`src/rtl/exalu_block_sequencer.sv`:
```
// AES-128 extension block sequencer.
// Runs one extension command: cmd_count 128-bit blocks are read from cmd_src
// one 32-bit word at a time. Each block goes through the cipher core, and the
// result is written back to cmd_dst. busy holds the PC write-enable low while
// a command runs.
// Ports:
//   clk, rst_n                       clock, synchronous active-low reset
//   cmd_valid/cmd_ready              command handshake from the decode stage
//   cmd_sel/cmd_src/cmd_dst/cmd_count  operation, byte addresses, block count
//   busy, done                       command in progress, completion pulse
//   mem_*                            data-memory port (ack = accepted, rdata same cycle)
//   core_in_*/core_mode              block handshake towards the cipher core
//   core_out_*                       result handshake from the cipher core
module exalu_block_sequencer #(
    parameter int unsigned ADDR_W = 32,
    parameter int unsigned CNT_W  = 12
) (
    input  logic              clk,
    input  logic              rst_n,
    input  logic              cmd_valid,
    output logic              cmd_ready,
    input  logic [2:0]        cmd_sel,
    input  logic [ADDR_W-1:0] cmd_src,
    input  logic [ADDR_W-1:0] cmd_dst,
    input  logic [CNT_W-1:0]  cmd_count,
    output logic              busy,
    output logic              done,
    output logic              mem_req,
    output logic              mem_we,
    output logic [ADDR_W-1:0] mem_addr,
    output logic [31:0]       mem_wdata,
    output logic [3:0]        mem_byteena,
    input  logic              mem_ack,
    input  logic [31:0]       mem_rdata,
    output logic              core_in_valid,
    input  logic              core_in_ready,
    output logic [127:0]      core_in_data,
    output logic              core_mode,
    input  logic              core_out_valid,
    output logic              core_out_ready,
    input  logic [127:0]      core_out_data
);
    localparam int unsigned CMP_W = CNT_W + 1;

    typedef enum logic [2:0] {S_IDLE, S_RD, S_SEND, S_WAIT, S_WR, S_DONE} state_t;

    state_t              state_q;
    logic [ADDR_W-1:0]   src_ptr_q, dst_ptr_q;
    logic [CNT_W-1:0]    count_q, blk_cnt_q;
    logic [1:0]          w_q;
    logic [127:0]        buf_q;
    logic                cmd_ready_q, busy_q, done_q;
    logic                mem_req_q, mem_we_q;
    logic [ADDR_W-1:0]   mem_addr_q;
    logic [31:0]         mem_wdata_q;
    logic [3:0]          mem_byteena_q;
    logic                core_in_valid_q, core_out_ready_q, core_mode_q;

    // Precomputed increments for the current pointers and counters.
    logic [ADDR_W-1:0]   src_ptr_d, dst_ptr_d;
    logic [1:0]          w_d;
    logic [CNT_W-1:0]    blk_cnt_d;
    logic                last_blk_c;
    logic                cmd_is_op_c;

    assign src_ptr_d   = src_ptr_q + ADDR_W'(4);
    assign dst_ptr_d   = dst_ptr_q + ADDR_W'(4);
    assign w_d         = w_q + 2'd1;
    assign blk_cnt_d   = blk_cnt_q + CNT_W'(1);
    // One extra bit so an all-ones count still terminates.
    assign last_blk_c  = (CMP_W'(blk_cnt_q) + CMP_W'(1)) == CMP_W'(count_q);
    assign cmd_is_op_c = (cmd_sel == 3'd1) || (cmd_sel == 3'd2);

    // Sequencer state, datapath and registered outputs.
    always_ff @(posedge clk) begin
        if (!rst_n) begin
            state_q          <= S_IDLE;
            src_ptr_q        <= '0;
            dst_ptr_q        <= '0;
            count_q          <= '0;
            blk_cnt_q        <= '0;
            w_q              <= '0;
            buf_q            <= '0;
            cmd_ready_q      <= 1'b1;
            busy_q           <= 1'b0;
            done_q           <= 1'b0;
            mem_req_q        <= 1'b0;
            mem_we_q         <= 1'b0;
            mem_addr_q       <= '0;
            mem_wdata_q      <= '0;
            mem_byteena_q    <= '0;
            core_in_valid_q  <= 1'b0;
            core_out_ready_q <= 1'b0;
            core_mode_q      <= 1'b0;
        end else begin
            done_q <= 1'b0;
            case (state_q)
                S_IDLE: begin
                    if (cmd_valid && cmd_ready_q) begin
                        src_ptr_q   <= cmd_src;
                        dst_ptr_q   <= cmd_dst;
                        count_q     <= cmd_count;
                        blk_cnt_q   <= '0;
                        w_q         <= '0;
                        core_mode_q <= (cmd_sel == 3'd2);
                        cmd_ready_q <= 1'b0;
                        busy_q      <= 1'b1;
                        if (!cmd_is_op_c || (cmd_count == '0)) begin
                            state_q <= S_DONE;
                            done_q  <= 1'b1;
                        end else begin
                            state_q       <= S_RD;
                            mem_req_q     <= 1'b1;
                            mem_we_q      <= 1'b0;
                            mem_byteena_q <= 4'b0000;
                            mem_addr_q    <= cmd_src;
                        end
                    end
                end
                S_RD: begin
                    if (mem_ack) begin
                        buf_q[{w_q, 5'd0} +: 32] <= mem_rdata;
                        src_ptr_q  <= src_ptr_d;
                        mem_addr_q <= src_ptr_d;
                        w_q        <= w_d;
                        if (w_q == 2'd3) begin
                            state_q         <= S_SEND;
                            mem_req_q       <= 1'b0;
                            core_in_valid_q <= 1'b1;
                        end
                    end
                end
                S_SEND: begin
                    if (core_in_ready) begin
                        state_q          <= S_WAIT;
                        core_in_valid_q  <= 1'b0;
                        core_out_ready_q <= 1'b1;
                    end
                end
                S_WAIT: begin
                    if (core_out_valid) begin
                        state_q          <= S_WR;
                        buf_q            <= core_out_data;
                        core_out_ready_q <= 1'b0;
                        mem_req_q        <= 1'b1;
                        mem_we_q         <= 1'b1;
                        mem_byteena_q    <= 4'b1111;
                        mem_addr_q       <= dst_ptr_q;
                        mem_wdata_q      <= core_out_data[31:0];
                    end
                end
                S_WR: begin
                    if (mem_ack) begin
                        dst_ptr_q   <= dst_ptr_d;
                        mem_addr_q  <= dst_ptr_d;
                        w_q         <= w_d;
                        mem_wdata_q <= buf_q[{w_d, 5'd0} +: 32];
                        if (w_q == 2'd3) begin
                            blk_cnt_q     <= blk_cnt_d;
                            mem_we_q      <= 1'b0;
                            mem_byteena_q <= 4'b0000;
                            mem_wdata_q   <= '0;
                            if (last_blk_c) begin
                                state_q   <= S_DONE;
                                mem_req_q <= 1'b0;
                                done_q    <= 1'b1;
                            end else begin
                                // Next block: keep the request up, switch to reading.
                                state_q    <= S_RD;
                                mem_addr_q <= src_ptr_q;
                            end
                        end
                    end
                end
                S_DONE: begin
                    state_q     <= S_IDLE;
                    busy_q      <= 1'b0;
                    cmd_ready_q <= 1'b1;
                    core_mode_q <= 1'b0;
                end
                default: begin
                    state_q <= S_IDLE;
                end
            endcase
        end
    end

    assign cmd_ready      = cmd_ready_q;
    assign busy           = busy_q;
    assign done           = done_q;
    assign mem_req        = mem_req_q;
    assign mem_we         = mem_we_q;
    assign mem_addr       = mem_addr_q;
    assign mem_wdata      = mem_wdata_q;
    assign mem_byteena    = mem_byteena_q;
    assign core_in_valid  = core_in_valid_q;
    assign core_in_data   = buf_q;
    assign core_mode      = core_mode_q;
    assign core_out_ready = core_out_ready_q;

endmodule

```
`config.mk`:
```
export PLATFORM = sky130hd
export DESIGN_NAME = exalu_block_sequencer
export DESIGN_NICKNAME = d
export VERILOG_FILES = /design/src/rtl/exalu_block_sequencer.sv
export SDC_FILE = /design/constraint.sdc
export NUM_CORES = 1
export LEC_CHECK = 0
export ABC_AREA = 1
export CAP_MARGIN = 15
export CELL_PAD_IN_SITES_DETAIL_PLACEMENT = 2
export CELL_PAD_IN_SITES_GLOBAL_PLACEMENT = 2
export CORE_AREA = 2 2 323 197
export CTS_CLUSTER_SIZE = 20
export DETAILED_ROUTE_END_ITERATION = 16
export DIE_AREA = 0 0 325 199
export PLACE_DENSITY = 0.94
export SETUP_SLACK_MARGIN = 0.5
export SLEW_MARGIN = 30
export SYNTH_ARGS = -nofsm -noshare
export SYNTH_HDL_FRONTEND = slang
export SYNTH_SLANG_ARGS = --single-unit
```
`constraint.sdc`:
```
create_clock -name clk -period 6 [get_ports clk]
set_input_delay 1.2 -clock clk [delete_from_list [all_inputs] [get_ports clk]]
set_output_delay 1.2 -clock clk [all_outputs]
set_load 0.005 [all_outputs]
```
# Yosys cells after proc, flatten, opt, wreduce, memory -nomap -nowiden
# Index checks and enable logic that the tools add are counted.
[word_totals] register_bits=297 inputBits=245 output_inout_bits=204 elab_cells=152
[classes] add_sub_neg=6 n_eq_ne=19 shift=3 mux=75 n_reduce_logical=31
[op_table] cell="$mux W32" n=13
[op_table] cell="$mux W128" n=2
[op_table] cell="$pmux W128 S2" n=1
[op_table] cell="$pmux W32 S2" n=3
[op_table] cell="$bwmux W128" n=1
[op_table] cell="$pmux W32 S4" n=1
[op_table] cell="$shift A32 B9 Y128 const A" n=1
[op_table] cell="$shiftx A128 B8 Y32" n=1
[op_table] cell="$shiftx A32 B9 Y128" n=1
[op_table] cell="$add A32 B3 Y32 const B" n=2
[op_table] cell="$mux W12" n=3
[op_table] cell="$mux W3" n=9
[op_table] cell="$pmux W12 S2" n=1
[op_table] cell="$mux W1" n=23
[op_table] cell="$mux W4" n=5
[op_table] cell="$ne A2 B2 Y1 const B" n=9
[op_table] cell="$reduce_and A3 Y1" n=6
[op_table] cell="$reduce_bool A2 Y1" n=8
[op_table] cell="$pmux W3 S5" n=1
[op_table] cell="$add A12 B1 Y13 const B" n=1
[op_table] cell="$eq A13 B12 Y1" n=1
[op_table] cell="$add A12 B1 Y12 const B" n=1
[op_table] cell="$logic_not A12 Y1" n=1
[op_table] cell="$pmux W1 S2" n=6
[op_table] cell="24 further kinds" n=33

# Longest topological paths before layout
[logic_depth] ltp_word=7 mapped_depth=19 mapped_depth_nobuf=18

# Worst setup path before layout
# OpenSTA, ideal clock, no wires.
[synth_path] path_type="in2reg" startpoint="in cmd_sel[2]" endpoint="reg mem_addr_q[5], in the netlist mem_addr[5]" setup_ns=0.069 arrival_ns=2.485 t_required_ns=5.931 setup_slack_ns=3.446 path_stages=9 path_buffers=1 path_cell_list="nor3_1 > a2bb2oi_1 > nor2_1 > nor3_1 > nand3_2 > clkbuf_1 > a21oi_1 > nand2_1 > a21oi_2"
[synth_via] elab_chain_cells=6 elab_cells_between_ends=7 classes_between="3 x eq/ne; 4 x reduce/logical"
[synth_lines] item="start: declaration" line="22" source="input logic [2:0] cmd_sel,"
[synth_lines] item="$eq A3 B1 Y1 / $eq A3 B2 Y1 (equally long branches)" line="72" source="assign cmd_is_op_c = (cmd_sel == 3'd1) || (cmd_sel == 3'd2);"
[synth_lines] item="$logic_or A1 B1 Y1 *" line="72"
[synth_lines] item="$logic_not A1 Y1 *" line="108" source="if (!cmd_is_op_c || (cmd_count == '0)) begin"
[synth_lines] item="$logic_or A1 B1 Y1 *" line="108"
[synth_lines] item="$ne A2 B2 Y1 (no source line) *"
[synth_lines] item="$reduce_and A6 Y1 (no source line) *"
[synth_lines] item="end signal: assignment" line="116" source="mem_addr_q <= cmd_src;"
[synth_lines] item="end signal: assignment" line="124" source="mem_addr_q <= src_ptr_d;"
[synth_lines] item="end signal: assignment" line="148" source="mem_addr_q <= dst_ptr_q;"
[synth_lines] item="end: declaration" line="54" source="logic [ADDR_W-1:0] mem_addr_q;"
# Every way passes the cells marked *; elsewhere a longest branch is shown, timed or not.
# A chain may end at the register's enable or synchronous reset.

# Worst setup path in the final report
[layout_path] startpoint="reg state_q[2]" endpoint="reg buf_q[118], in the netlist core_in_data[118]"
[layout_via] elab_chain_cells=3 elab_cells_between_ends=7 classes_between="4 x eq/ne; 1 x mux; 2 x reduce/logical"
[layout_lines] item="start: declaration" line="47" source="state_t state_q;"
[layout_lines] item="start signal: assignment" line="77" source="state_q <= S_IDLE;"
[layout_lines] item="start signal: assignment" line="109" source="state_q <= S_DONE;"
[layout_lines] item="start signal: assignment" line="112" source="state_q <= S_RD;"
[layout_lines] item="$eq A3 B2 Y1 / $eq A3 B1 Y1 (equally long branches)" line="97" source="case (state_q)"
[layout_lines] item="$ne A2 B2 Y1 (no source line) / $reduce_bool A2 Y1 (equally long branches)"
[layout_lines] item="$reduce_and A3 Y1 (no source line)"
[layout_lines] item="end signal: indexed assignment" line="122" source="buf_q[{w_q, 5'd0} +: 32] <= mem_rdata;"
[layout_lines] item="end signal: assignment" line="143" source="buf_q <= core_out_data;"
[layout_lines] item="end: declaration" line="51" source="logic [127:0] buf_q;"
# Several ways; a longest one is shown, not always the timed one.

==> qor.yml <==
clock-root-buffer: "clkbuf_16"
finClkSkew_ns: 0.03376
rows: 71
drtPass1Iterations: 5
vias_per_cell: 5.625
grt_usage_pct: 29.77
power_density_nw_per_um2: 431.6
initial_core_util_pct: 27.62
detail-route-antenna-nets: 0
drv_cap: 0
period_minus_slack_ns: 3.757
ctsHoldBuffers: 0
antenna_found_initial: 9
die_x_um: 325
critPathKind: "flop to flop"
startpoint_type: "flop"
synth.yosys.seq_area_share_pct: 34.30
vias: 21303
hp-class: "flop to flop"
synth_edf_count: 0
postCtsSetupBuffers: 0
layout_commonest_cell: "nand2_1"
drt-wirelength-per-cell_um: 26.09
maxSlewViolCount: 0
fin_util_pct: 37.84
cts_tree: "done"
grt_pass1_wl_um: 148600
finalNetCount: 3167
max_freq_mhz: 266.2
dp_cells: 3716
arrival_ns: 4.21
outcome: "complete, no violations"
pin_count: 449
io_buffers: 448
yosysWarnings: 0
dpl.hpwl_um: 68170
cts_buffer_depth: 3
worstPathMaxFanout: 64
maxSlewHeadroom_pct: 31.80
fin_crit_sh_pct: 62.61
synth_seq_cells: 293
syn_area_um2: 17100
syn-num-nets: 2839
ctsResizeCount: 0
worst-path-buf-inv: 4
ys_async_sr_fraction_pct: 0
fillers: 7254
worst_ep_required_time_ns: 6.45
setup_viol: 0
wirelength_um: 98790
drcViolationCount: 0
area_growth_pct: 36.99
grt_overflow: 0
first_iter_violations: 1675
leakagePower_nw: 8.017
end_kind: "flop"
path_clk_slew_ns: 0.06
fin_setup_tns_ns: 0
crit_path_cell_trace: "nor3_4 -> inv_2 -> buf_4 -> nor2_1 -> o21ai_0 -> inv_2 -> o21ai_4 -> buf_4 -> a211oi_1 -> a211oi_1"
place.gp.congestion: 0.9568
preCtsSetupSlack_ns: 1.897
crit_family: "buffers and inverters"
stdcell_count: 3787
dieHeight_um: 199
worstMarginPinSlew_ns: 1.023
ir_drop_mv: 0.2046
grt_pass1_vias: 23161
slowest_stage: "buf_4"
grt_max_degree: 178
fin_hold_ws_ns: 0.4706
avgSynthCellArea_um2: 6.611
setup_ws_ns: 2.243
core_area_um2: 61920
slowest_delay_ns: 0.76
rsz0062_at_grt: "false"
ys_types: 47
insertion_delay_ns: 0.57
synthCells: 2587
drive_gt1_share_pct: 7.004
finalHoldViolCount: 0
ys.flop_type: "dfxtp_1"
layout_common_cells: "nand2_1 (484), clkdlybuf4s50_1 (447), a21oi_1 (357), dfxtp_1 (292), o21ai_0 (253)"
htreeDepth: 2
cts_buffers: 36
cts_sinks: 293
die-area_um2: 64680
==> flip-flops by register name, indices dropped and copies added, names as in the netlist, 2 cells and up <==
signal	flops
core_in_data	128
dst_ptr_q	32
blk_cnt_q	12
mem_wdata	32
count_q	12
mem_addr	32
src_ptr_q	32
w_q	2
state_q	3
==> layer usage <==
metal,routed length (um),global-route usage [%],up-vias
li1,-,-,9428
met1,43660,39.23,10916
met4,2673,9.002,2
met2,44720,47.67,804
met3,7720,7.808,153
met5,13,0,-
==> cell usage after synthesis (all sizes together), types with 3 or more instances <==
master	number	share of area, %
nand4	19	0.69
clkinv	4	0.088
o22ai	3	0.11
nand2	493	11
nor4	14	0.51
or2	13	0.48
a31oi	6	0.22
ha	7	0.51
a221oi	29	1.5
nor3	33	1.0
dfxtp	293	34
o211ai	19	0.83
inv	241	5.3
clkbuf	145	3.2
o21ai	262	7.8
nand3	166	5.8
buf	41	1.4
xor2	23	1.2
a22oi	6	0.26
a21oi	386	12
a211oi	126	5.5
nor2	245	5.7
==> metrics by stage <==
step                power [mW]  instance area (um2)
CTS                      10.09                23410
detailed placement       7.589                22170
finish                   10.11                23430
global route             10.68                23430
floorplan                5.371                17100
global placement         7.242                22170
==> path summary, 6_finish.rpt <==
check | end | depth (start not counted) | slack, ns | from
max reg2reg | core_in_data[118] | 10 | 2.24 | state_q[2]
max | core_in_data[118] | 10 | 2.24 | state_q[2]
min reg2reg | core_in_data[125] | 2 | 0.47 | core_in_data[125]
min | core_in_data[125] | 2 | 0.47 | core_in_data[125]
==> worst reg2reg max path, stage by stage (launching register included) <==
cell and delay (ns):
dfxtp_1 0.50, nor3_4 0.19, inv_2 0.07, buf_4 0.76, nor2_1 0.22, o21ai_0 0.43
inv_2 0.20, o21ai_4 0.09, buf_4 0.68, a211oi_1 0.23, a211oi_1 0.30
==> logic make-up after synthesis <==
kind of cell / Yosys count / share of synthesized area, %
simple gates: 988 / 25.51
compound gates: 843 / 28.47
buf+inv: 431 / 9.935
flops: 293 / 34.30
xor+xnor: 25 / 1.280
fa+ha+maj: 7 / 0.5121
==> layout make-up <==
cell class | instances | area, um2 | area share (%)
flip-flops and latches | 293 | 5869 | 25.05
repair buffers | 476 | 4717 | 20.13
clock inverters | 10 | 168.9 | 0.7210
multi-input cells | 1863 | 9612 | 41.03
well taps | 839 | 1050 | 4.481
inverters | 245 | 925.9 | 3.952
diodes | 7 | 17.52 | 0.07477
clock buffers | 54 | 1069 | 4.561
==> power breakdown <==
group / leakage, nW / internal [mW] / switching [mW] / total, mW
logic: 5.02 / 1.61 / 3.10 / 4.71
registers: 2.39 / 2.47 / 0.528 / 3.00
clock network: 0.609 / 1.41 / 0.990 / 2.40
total: 8.02 / 5.49 / 4.62 / 10.1
No activity file was read; power rests on OpenSTA's default activity.
